`config.mk`:
```
export PLATFORM = sky130hd
export DESIGN_NAME = i2c_target_flat
export DESIGN_NICKNAME = d
export VERILOG_FILES = /design/src/rtl/i2c_pkg.sv /design/src/rtl/i2c_target_if.sv /design/src/rtl/i2c_line_sync.sv /design/src/rtl/i2c_target.sv /design/src/flat_wrapper.sv
export SDC_FILE = /design/constraint.sdc
export NUM_CORES = 1
export LEC_CHECK = 0
export ABC_AREA = 0
export BUFFER_PORTS_ARGS = -buffer_cell sky130_fd_sc_hd__buf_2
export CORE_MARGIN = 2
export CORE_UTILIZATION = 51
export CTS_CLUSTER_DIAMETER = 120
export CTS_CLUSTER_SIZE = 28
export DETAILED_ROUTE_END_ITERATION = 10
export PLACE_DENSITY = 0.75
export SYNTH_ARGS = -nofsm -noshare
export SYNTH_HDL_FRONTEND = slang
export SYNTH_SLANG_ARGS = --single-unit
```
`constraint.sdc`:
```
create_clock -name clk -period 1.8 [get_ports clk]
set_input_delay 0.18 -clock clk [delete_from_list [all_inputs] [get_ports clk]]
set_output_delay 0.18 -clock clk [all_outputs]
set_load 0.01 [all_outputs]
```
`src/rtl/i2c_pkg.sv`:
```
// Shared I2C definitions: target FSM states, field widths, ACK levels.
// Imported by both the target and the controller side.
package i2c_pkg;

    localparam int I2C_ADDR_W = 7;
    localparam int I2C_BYTE_W = 8;

    localparam logic I2C_ACK  = 1'b0;
    localparam logic I2C_NACK = 1'b1;

    typedef enum logic [3:0] {
        IDLE,
        ADDR,
        ACK_ADDR,
        WR_PTR,
        ACK_PTR,
        WR_DATA,
        ACK_DATA,
        RD_LOAD,
        RD_DATA,
        RD_ACK,
        WAIT_STOP
    } i2c_tgt_state_t;

endpackage

```
`src/rtl/i2c_target_if.sv`:
```
// Pad-side and register-file-side signals of the I2C target.
// slave = the target itself, master = pads plus register file.
interface i2c_target_if;
    import i2c_pkg::*;

    logic                  scl_i;
    logic                  sda_i;
    logic                  sda_oe;
    logic [I2C_BYTE_W-1:0] reg_addr;
    logic [I2C_BYTE_W-1:0] reg_wdata;
    logic [I2C_BYTE_W-1:0] reg_rdata;
    logic                  reg_we;
    logic                  reg_re;
    logic                  busy;

    modport slave (
        input  scl_i, sda_i, reg_rdata,
        output sda_oe, reg_addr, reg_wdata, reg_we, reg_re, busy
    );

    modport master (
        output scl_i, sda_i, reg_rdata,
        input  sda_oe, reg_addr, reg_wdata, reg_we, reg_re, busy
    );

endinterface

```
`src/rtl/i2c_line_sync.sv`:
```
// Two-flop synchronizers on SCL/SDA plus a registered edge stage that
// yields SCL edges and START/STOP conditions.
module i2c_line_sync (
    input  logic clk,
    input  logic rst,
    input  logic scl_i,
    input  logic sda_i,
    output logic scl_rise,
    output logic scl_fall,
    output logic start_det,
    output logic stop_det,
    output logic sda
);

    logic [1:0] scl_sync_q;
    logic [1:0] sda_sync_q;
    logic       scl_last_q;
    logic       sda_last_q;
    logic       scl_s;

    always_ff @(posedge clk) begin
        if (rst) begin
            scl_sync_q <= 2'b11;
            sda_sync_q <= 2'b11;
            scl_last_q <= 1'b1;
            sda_last_q <= 1'b1;
        end else begin
            scl_sync_q <= {scl_sync_q[0], scl_i};
            sda_sync_q <= {sda_sync_q[0], sda_i};
            scl_last_q <= scl_sync_q[1];
            sda_last_q <= sda_sync_q[1];
        end
    end

    assign scl_s     = scl_sync_q[1];
    assign sda       = sda_sync_q[1];
    assign scl_rise  = scl_s & ~scl_last_q;
    assign scl_fall  = ~scl_s & scl_last_q;
    // SCL must be high in both samples so an SCL edge never aliases.
    assign start_det = scl_s & scl_last_q & sda_last_q & ~sda;
    assign stop_det  = scl_s & scl_last_q & ~sda_last_q & sda;

endmodule

```
`src/rtl/i2c_target.sv`:
```
// I2C target with 7-bit address and an auto-incrementing 8-bit
// register pointer; no clock stretching.
module i2c_target
    import i2c_pkg::*;
#(
    parameter logic [I2C_ADDR_W-1:0] TARGET_ADDR = 7'h42
) (
    input  logic         clk,
    input  logic         rst,
    i2c_target_if.slave  bus
);

    logic scl_rise, scl_fall, start_det, stop_det, sda;

    i2c_line_sync u_sync (
        .clk       (clk),
        .rst       (rst),
        .scl_i     (bus.scl_i),
        .sda_i     (bus.sda_i),
        .scl_rise  (scl_rise),
        .scl_fall  (scl_fall),
        .start_det (start_det),
        .stop_det  (stop_det),
        .sda       (sda)
    );

    i2c_tgt_state_t        state_q, state_d;
    logic [2:0]            bit_cnt_q, bit_cnt_d;
    logic [I2C_BYTE_W-1:0] shift_q, shift_d;
    logic                  rw_q, rw_d;
    logic [1:0]            ld_cnt_q, ld_cnt_d;
    logic                  sda_oe_q, sda_oe_d;
    logic [I2C_BYTE_W-1:0] addr_q, addr_d;
    logic [I2C_BYTE_W-1:0] wdata_q, wdata_d;
    logic                  we_q, we_d;
    logic                  re_q, re_d;
    logic                  busy_q, busy_d;

    logic [I2C_BYTE_W-1:0] rx_byte;
    logic                  last_bit;
    logic                  addr_hit;

    assign rx_byte  = {shift_q[I2C_BYTE_W-2:0], sda};
    assign last_bit = (bit_cnt_q == 3'd7);
    assign addr_hit = (rx_byte[I2C_BYTE_W-1:1] == TARGET_ADDR);

    always_ff @(posedge clk) begin
        if (rst) begin
            state_q   <= IDLE;
            bit_cnt_q <= '0;
            shift_q   <= '0;
            rw_q      <= 1'b0;
            ld_cnt_q  <= '0;
            sda_oe_q  <= 1'b0;
            addr_q    <= '0;
            wdata_q   <= '0;
            we_q      <= 1'b0;
            re_q      <= 1'b0;
            busy_q    <= 1'b0;
        end else begin
            state_q   <= state_d;
            bit_cnt_q <= bit_cnt_d;
            shift_q   <= shift_d;
            rw_q      <= rw_d;
            ld_cnt_q  <= ld_cnt_d;
            sda_oe_q  <= sda_oe_d;
            addr_q    <= addr_d;
            wdata_q   <= wdata_d;
            we_q      <= we_d;
            re_q      <= re_d;
            busy_q    <= busy_d;
        end
    end

    always_comb begin
        state_d = state_q;
        if (stop_det) begin
            state_d = IDLE;
        end else if (start_det) begin
            state_d = ADDR;
        end else begin
            unique case (state_q)
                ADDR: if (scl_rise && last_bit)
                    state_d = addr_hit ? ACK_ADDR : WAIT_STOP;
                ACK_ADDR: begin
                    if (scl_fall && sda_oe_q && !rw_q)
                        state_d = WR_PTR;
                    else if (scl_rise && sda_oe_q && rw_q)
                        state_d = RD_LOAD;
                end
                WR_PTR: if (scl_rise && last_bit)
                    state_d = ACK_PTR;
                ACK_PTR: if (scl_fall && sda_oe_q)
                    state_d = WR_DATA;
                WR_DATA: if (scl_rise && last_bit)
                    state_d = ACK_DATA;
                ACK_DATA: if (scl_fall && sda_oe_q)
                    state_d = WR_DATA;
                RD_LOAD: if (ld_cnt_q == 2'd2)
                    state_d = RD_DATA;
                RD_DATA: if (scl_rise && last_bit)
                    state_d = RD_ACK;
                RD_ACK: if (scl_rise)
                    state_d = (sda == I2C_ACK) ? RD_LOAD : WAIT_STOP;
                default: ;
            endcase
        end
    end

    always_comb begin
        bit_cnt_d = bit_cnt_q;
        shift_d   = shift_q;
        rw_d      = rw_q;
        ld_cnt_d  = '0;
        sda_oe_d  = sda_oe_q;
        addr_d    = addr_q + {{(I2C_BYTE_W-1){1'b0}}, we_q};
        wdata_d   = wdata_q;
        we_d      = 1'b0;
        re_d      = 1'b0;
        busy_d    = busy_q;
        if (stop_det) begin
            sda_oe_d  = 1'b0;
            busy_d    = 1'b0;
            bit_cnt_d = '0;
        end else if (start_det) begin
            sda_oe_d  = 1'b0;
            bit_cnt_d = '0;
        end else begin
            unique case (state_q)
                ADDR, WR_PTR, WR_DATA: begin
                    if (scl_rise) begin
                        shift_d   = rx_byte;
                        bit_cnt_d = bit_cnt_q + 3'd1;
                        if (last_bit) begin
                            if (state_q == ADDR) begin
                                rw_d   = sda;
                                busy_d = addr_hit;
                            end else if (state_q == WR_PTR) begin
                                addr_d = rx_byte;
                            end else begin
                                we_d    = 1'b1;
                                wdata_d = rx_byte;
                            end
                        end
                    end
                end
                // first fall drives the ACK, the next one releases it
                ACK_ADDR, ACK_PTR, ACK_DATA: begin
                    if (scl_fall)
                        sda_oe_d = ~sda_oe_q;
                end
                RD_LOAD: begin
                    ld_cnt_d = ld_cnt_q + 2'd1;
                    re_d     = (ld_cnt_q == 2'd0);
                    if (ld_cnt_q == 2'd2) begin
                        shift_d   = bus.reg_rdata;
                        bit_cnt_d = '0;
                    end
                end
                RD_DATA: begin
                    if (scl_fall)
                        sda_oe_d = ~shift_q[I2C_BYTE_W-1];
                    if (scl_rise) begin
                        shift_d   = {shift_q[I2C_BYTE_W-2:0], 1'b0};
                        bit_cnt_d = bit_cnt_q + 3'd1;
                    end
                end
                RD_ACK: begin
                    if (scl_fall)
                        sda_oe_d = 1'b0;
                    if (scl_rise && sda == I2C_ACK)
                        addr_d = addr_q + 8'd1;
                end
                default: ;
            endcase
        end
    end

    assign bus.sda_oe    = sda_oe_q;
    assign bus.reg_addr  = addr_q;
    assign bus.reg_wdata = wdata_q;
    assign bus.reg_we    = we_q;
    assign bus.reg_re    = re_q;
    assign bus.busy      = busy_q;

endmodule

```
`src/flat_wrapper.sv`:
```
// flat-port wrapper written by rule: the top's interface ports become plain ports
module i2c_target_flat import i2c_pkg::*;
#(
    parameter logic [I2C_ADDR_W-1:0] TARGET_ADDR = 7'h42
)
  (clk, rst, bus_scl_i, bus_sda_i, bus_reg_rdata, bus_sda_oe, bus_reg_addr, bus_reg_wdata, bus_reg_we, bus_reg_re, bus_busy);
  i2c_target_if bus_i ();
  input  logic clk;
  input  logic rst;
  input wire logic [$bits(bus_i.scl_i)-1:0] bus_scl_i;
  input wire logic [$bits(bus_i.sda_i)-1:0] bus_sda_i;
  input wire logic [$bits(bus_i.reg_rdata)-1:0] bus_reg_rdata;
  output wire logic [$bits(bus_i.sda_oe)-1:0] bus_sda_oe;
  output wire logic [$bits(bus_i.reg_addr)-1:0] bus_reg_addr;
  output wire logic [$bits(bus_i.reg_wdata)-1:0] bus_reg_wdata;
  output wire logic [$bits(bus_i.reg_we)-1:0] bus_reg_we;
  output wire logic [$bits(bus_i.reg_re)-1:0] bus_reg_re;
  output wire logic [$bits(bus_i.busy)-1:0] bus_busy;
  assign bus_i.scl_i = bus_scl_i;
  assign bus_i.sda_i = bus_sda_i;
  assign bus_i.reg_rdata = bus_reg_rdata;
  assign bus_sda_oe = bus_i.sda_oe;
  assign bus_reg_addr = bus_i.reg_addr;
  assign bus_reg_wdata = bus_i.reg_wdata;
  assign bus_reg_we = bus_i.reg_we;
  assign bus_reg_re = bus_i.reg_re;
  assign bus_busy = bus_i.busy;
  i2c_target #(.TARGET_ADDR(TARGET_ADDR)) u_core (.clk(clk), .rst(rst), .bus(bus_i));
endmodule
```
; ---- Word level (Yosys, flattened, before mapping)
; Cells that the tools add are included.
[word_totals]
out_inout_bits = 20
wordCells = 137
in_bits = 12
ff_bits = 44
[op_classes]
n_reduce_logical = 29
muxes = 33
bitwise = 21
n_addsub = 4
n_eq_ne = 34
[op_table]
columns = op, count
row1 = two-way mux 8 bit, 10
row2 = two-way mux 4 bit, 11
row3 = one-hot mux 4 bit (8 select lines), 1
row4 = "!= test 2 x 1 -> 1 bit, second input constant", 13
row5 = "!= test 3 x 1 -> 1 bit, second input constant", 8
row6 = one-hot mux 8 bit (3 select lines), 1
row7 = AND reduction 9 bit, 2
row8 = "== test 4 x 3 -> 1 bit, second input constant", 4
row9 = one-hot mux 8 bit (2 select lines), 1
row10 = NOT 1 bit, 14
row11 = AND reduction 6 bit, 2
row12 = nonzero test 9 bit, 1
row13 = OR reduction 3 bit, 3
row14 = adder 8 x 1 -> 8 bit, 1
row15 = "adder 8 x 1 -> 8 bit, second input constant", 1
row16 = "== test 4 x 2 -> 1 bit, second input constant", 2
row17 = "== test 4 bit, second input constant", 2
row18 = nonzero test 8 bit, 1
row19 = OR reduction 4 bit, 2
row20 = AND 1 bit, 7
row21 = "== test 7 bit, second input constant", 1
row22 = AND reduction 7 bit, 1
row23 = OR reduction 7 bit, 1
row24 = logical AND 1 bit, 6
row25 = other kinds (18), 25

; ---- Depth between registers and ports, before layout
[logic_depth]
word_depth = 8
ltp_mapped = 8

; ---- Modules after synthesis
; Synthesis repeated with hierarchy kept, for this count alone.
[hier_totals]
cells_unflattened = 290
area_unflattened_um2 = 2511.2
[modules_own_cells]
columns = mod, area_per_inst_um2, instances, cells_per_inst
row1 = i2c_target, 2321.0, 1, 274
row2 = i2c_line_sync, 190.2, 1, 16

; ---- Worst setup path before layout
; Ideal clock, no wire load.
[synth_path]
path_kind = reg-to-reg
from = reg u_core.state_q[3]
to = reg u_core.shift_q[6]
stages_incl_launch_ff = 9
arrival_ps = 1759
n_path_buf = 2
setup_slack_ps = -48
required_time_ps = 1712
path_cell_list = dfxtp_1 or3b_1 buf_2 a2bb2oi_2 nand2b_4 a21oi_4 buf_6 nor2_1 a311oi_2
[synth_via]
elab_chain_len = 4
[synth_rtl]
columns = element, line_no
row1 = "start, declared", i2c_target.sv:27  ; i2c_tgt_state_t state_q, state_d;
row2 = "start signal, assigned", i2c_target.sv:61  ; state_q <= state_d;
row3 = == test 4 x 3 -> 1 bit (tied with other cells), i2c_target.sv:129  ; unique case (state_q)
row4 = OR reduction 3 bit, i2c_target.sv:129
row5 = != test 2 x 1 -> 1 bit (no line) / nonzero test 3 bit (equally long branches), n/a
row6 = AND reduction 6 bit (no line), n/a
row7 = "end signal, assigned", i2c_target.sv:63  ; shift_q <= shift_d;
row8 = "end, declared", i2c_target.sv:29  ; logic [I2C_BYTE_W-1:0] shift_q, shift_d;
; Parallel ways exist; a longest one is shown, timed or not.
; A chain may end at the register's enable or synchronous reset.

; ---- Worst setup path after layout
[layout_path]
from = reg u_core.state_q[3]
to = reg u_core.shift_q[7]
; Same word-level chain as after synthesis.

==> impl_results.md <==
- Status: finished, final reports clean
- WL final: 5.94 mm
- Initial antenna violation count: 0
- Initial DRC Count: about 220
- Hpwl dp: between 4 and 5 mm
- IO Port Bufs: 31
- Worst-case clock skew: between 0.01 and 0.015 ns
- Critical Path Start Type: flop
- Diode count: 0
- Die Y: about 72 um
- Slowest CP cell: dfxtp_4
- P per Cell Area: roughly 800 nW/um^2
- Post-synth top flop: dfxtp_1
- Core ar.: around 4400 um^2
- Hold-fix buffers at CTS: 0
- Seq cells post-synth: between 40 and 50
- Final setup viols: 0
- Crit. End Element: flop
- R2R depth: 7
- Avg WL per Cell: about 15 um
- Crit path buffers/inverters: 1
- First-pass GRT wire length: roughly 9.5 mm
- CTS clk-pin slew, worst paths: around 0.080 ns
- Clk_lat worst skew: between 0.3 and 0.4 ns
- Worst slew margin: 0.630
- Vias: 2256
- DRT Pass-1 Iters: 5
- Worst-margin pin slew: roughly 0.55 ns
- Crit Path Class: flop to flop
- Post-synth EDFFs: 0
- Share of cells above drive strength 1: 0.325
- Peak per-stage delay on the critical path: slightly below 0.4 ns
- Mapped Area: around 2300 um^2
- Top Ports: 32
- Area Growth Syn to Fin: 26.6%
- Most frequent cells in the layout: 39 x nor2_1, 37 x dfxtp_1, 33 x buf_4, 31 x buf_2, 27 x nand2_1
- Critical Path AT: roughly 2.0 ns
- # H-tree levels: 2
- R2R setup slack: about 0.0052 ns
- Most common cell after layout, fill and taps aside: nor2_1
- Req. time, crit path: approximately 2 ns
- Critical R2R Capture: u_core.shift_q[7]
- Vias per Instance: 5.83
- Total CTS buffers: 5
- Period minus WS final: 1.79 ns
- Final RePlAce weighted congestion: around 0.95
- CTS Root Cell: clkbuf_8
- Hold EP: u_core.u_sync.scl_sync_q[0]
- Syn_nets: 298
- Final routed DRC violation total: 0
- CP cell instances: or3b_4 -> a2bb2oi_2 -> nand2b_4 -> a21oi_4 -> buf_12 -> nor2_1 -> a311oi_2
- Grt ovf: 0
- CTS tree: done
- Worst hold start: bus_scl_i
- Syn. warnings: 0
- Worst Setup SP: u_core.state_q[3]
- Mapped Cells: 279
- Yosys cell types: 51
- Die X: 71.7 um
- Nets: between 300 and 400
- Setup tns final: 0 ns
- Register area share after synthesis: 0.377
- Max cap viols: 0
- Initial cell density of the core: 0.533
- HP Class: input pin to flop
- Rows: 24
- Post-synth ARST share: 0
- CTS Buffer Depth: 2
- RSZ-0062 raised after global routing: yes
- Reg-to-Reg Start: u_core.state_q[3]
- Final slew viol count: 0
- Post-route ant nets: 0
- LEAKAGE: about 1.2 nW
- Synthesized area per cell: 8.38 um^2
- Peak Freq: between 0.5 and 0.6 GHz
- DIE AREA: between 5000 and 6000 um^2
- GRT Resource Usage Total: 0.238
- Final hold vios: 0
- Hold path depth: 2
- Dpl cell area: 2750 um^2
- Vias in the first global route: approximately 2000
- Largest delay contributor family on the critical path: simple AND/OR/NAND/NOR gates
- Worst-path maximum fanout: 15
- Fin crit share: 0.997
- Post-route cell area: 2960 um^2
- WHS: about 0.064 ns
- TritonCTS Sinks: 44
- Maximum VDD drop: 0.691 mV
- Pin count of the biggest net entering global routing: 32
## worst reg2reg max path: stages, from the launching register on
cell	delay (ns)
dfxtp_4	0.39
or3b_4	0.39
a2bb2oi_2	0.16
nand2b_4	0.17
a21oi_4	0.17
buf_12	0.15
nor2_1	0.05
a311oi_2	0.24
## cells in the mapped netlist, types with 2 or more instances
cell type | count | area share
nand3b_1 | 2 | 0.0064
a311oi_1 | 5 | 0.019
a31oi_1 | 2 | 0.0054
ha_1 | 7 | 0.037
mux2i_1 | 12 | 0.051
a211oi_1 | 3 | 0.0096
a22oi_1 | 7 | 0.022
nand3_1 | 12 | 0.026
nand2_1 | 28 | 0.045
o22ai_1 | 6 | 0.016
inv_1 | 7 | 0.011
or2_2 | 9 | 0.024
nand4_1 | 2 | 0.0054
buf_2 | 3 | 0.0064
clkbuf_1 | 11 | 0.018
a221oi_1 | 2 | 0.0075
nor3_1 | 7 | 0.015
and3_1 | 4 | 0.011
nor2_1 | 40 | 0.064
a311oi_2 | 2 | 0.013
a2111oi_0 | 2 | 0.0075
nor2b_1 | 3 | 0.0080
o21ai_0 | 8 | 0.017
xor2_1 | 8 | 0.030
nand2b_1 | 5 | 0.013
dfxtp_1 | 44 | 0.38
xnor2_1 | 6 | 0.022
buf_1 | 2 | 0.0032
a21oi_1 | 7 | 0.015
o21a_1 | 2 | 0.0064
## power by group
| part | total (mW) | switching [mW] | leakage (nW) | internal, mW |
|---|---|---|---|---|
| combinational | 0.698 | 0.368 | 0.848 | 0.329 |
| sequential | 1.06 | 0.0472 | 0.358 | 1.01 |
| clock | 0.601 | 0.338 | 0.0400 | 0.263 |
## state kept, by name (all words and copies together), names as in the netlist
name                      cells
u_core.bus.reg_re             1
u_core.shift_q                8
u_core.u_sync.scl_last_q      1
u_core.u_sync.scl_sync_q      2
u_core.bus.busy               1
u_core.ld_cnt_q               2
u_core.rw_q                   1
u_core.bus.reg_wdata          8
u_core.bus.sda_oe             1
u_core.bus.reg_we             1
u_core.bus.reg_addr           8
u_core.state_q                4
u_core.u_sync.sda_last_q      1
u_core.bit_cnt_q              3
u_core.u_sync.sda_sync_q      2
## through the flow
step           setup WS (ns)   util  std cells  power (mW)
2_1_floorplan        -0.0277      -        279        1.50
3_3_place_gp         0.00465  0.627        377        1.70
3_5_place_dp         -0.0598  0.627        377        1.71
4_1_cts              0.00373  0.650        384        2.31
5_1_grt              -0.0525  0.675        387        2.47
6_report             0.00520  0.675        387        2.36
## layer usage
metal  GRT usage  part of all wire  vias up
met1       0.339              0.46     1071
met3      0.0478             0.065        6
met5           0                 0        -
met2       0.363              0.46       84
li1            -                 -     1095
met4      0.0734             0.011        0
## what timing repair did
action | 4_1_cts | 5_1_grt
setup buffers | 0 | 3
pin swaps | 0 | 4
cloned | 0 | 0
gates resized for setup | 8 | 18
setup endpoints to repair | 12 | 20
## worst max-delay path by stage
stage                         to  slack [ns]  cells after the start
2_1_floorplan  u_core.shift_q[6]       -0.03                      8
6_report       u_core.shift_q[7]       0.005                      7
4_1_cts        u_core.shift_q[7]       0.004                      7
3_5_place_dp   u_core.shift_q[7]       -0.06                      8
5_1_grt        u_core.state_q[0]       -0.05                      6
3_3_place_gp   u_core.shift_q[0]       0.005                      8
## cells by family (layout without fill, tap and decap cells)
kind of cell             Yosys count  after routing  synth area share
buffers and inverters             25             81            0.0450
XOR/XNOR                          14             14            0.0525
multiplexers                      12             12            0.0514
adder cells (fa/ha/maj)            7              7            0.0375
AND/OR/NAND/NOR                  121            121             0.254
AO/OA/AOI/OAI                     56             56             0.183
flip-flops                        44             44             0.377
## layout make-up
type	count	area [um^2]
repair buffers	66	443
flip-flops and latches	44	897
well taps	52	65.1
inverters	8	30.0
clock buffers	5	68.8
fillers	371	1430
multi-input cells	210	1440
clock inverters	2	12.5
No activity file was read; power rests on OpenSTA's default activity.
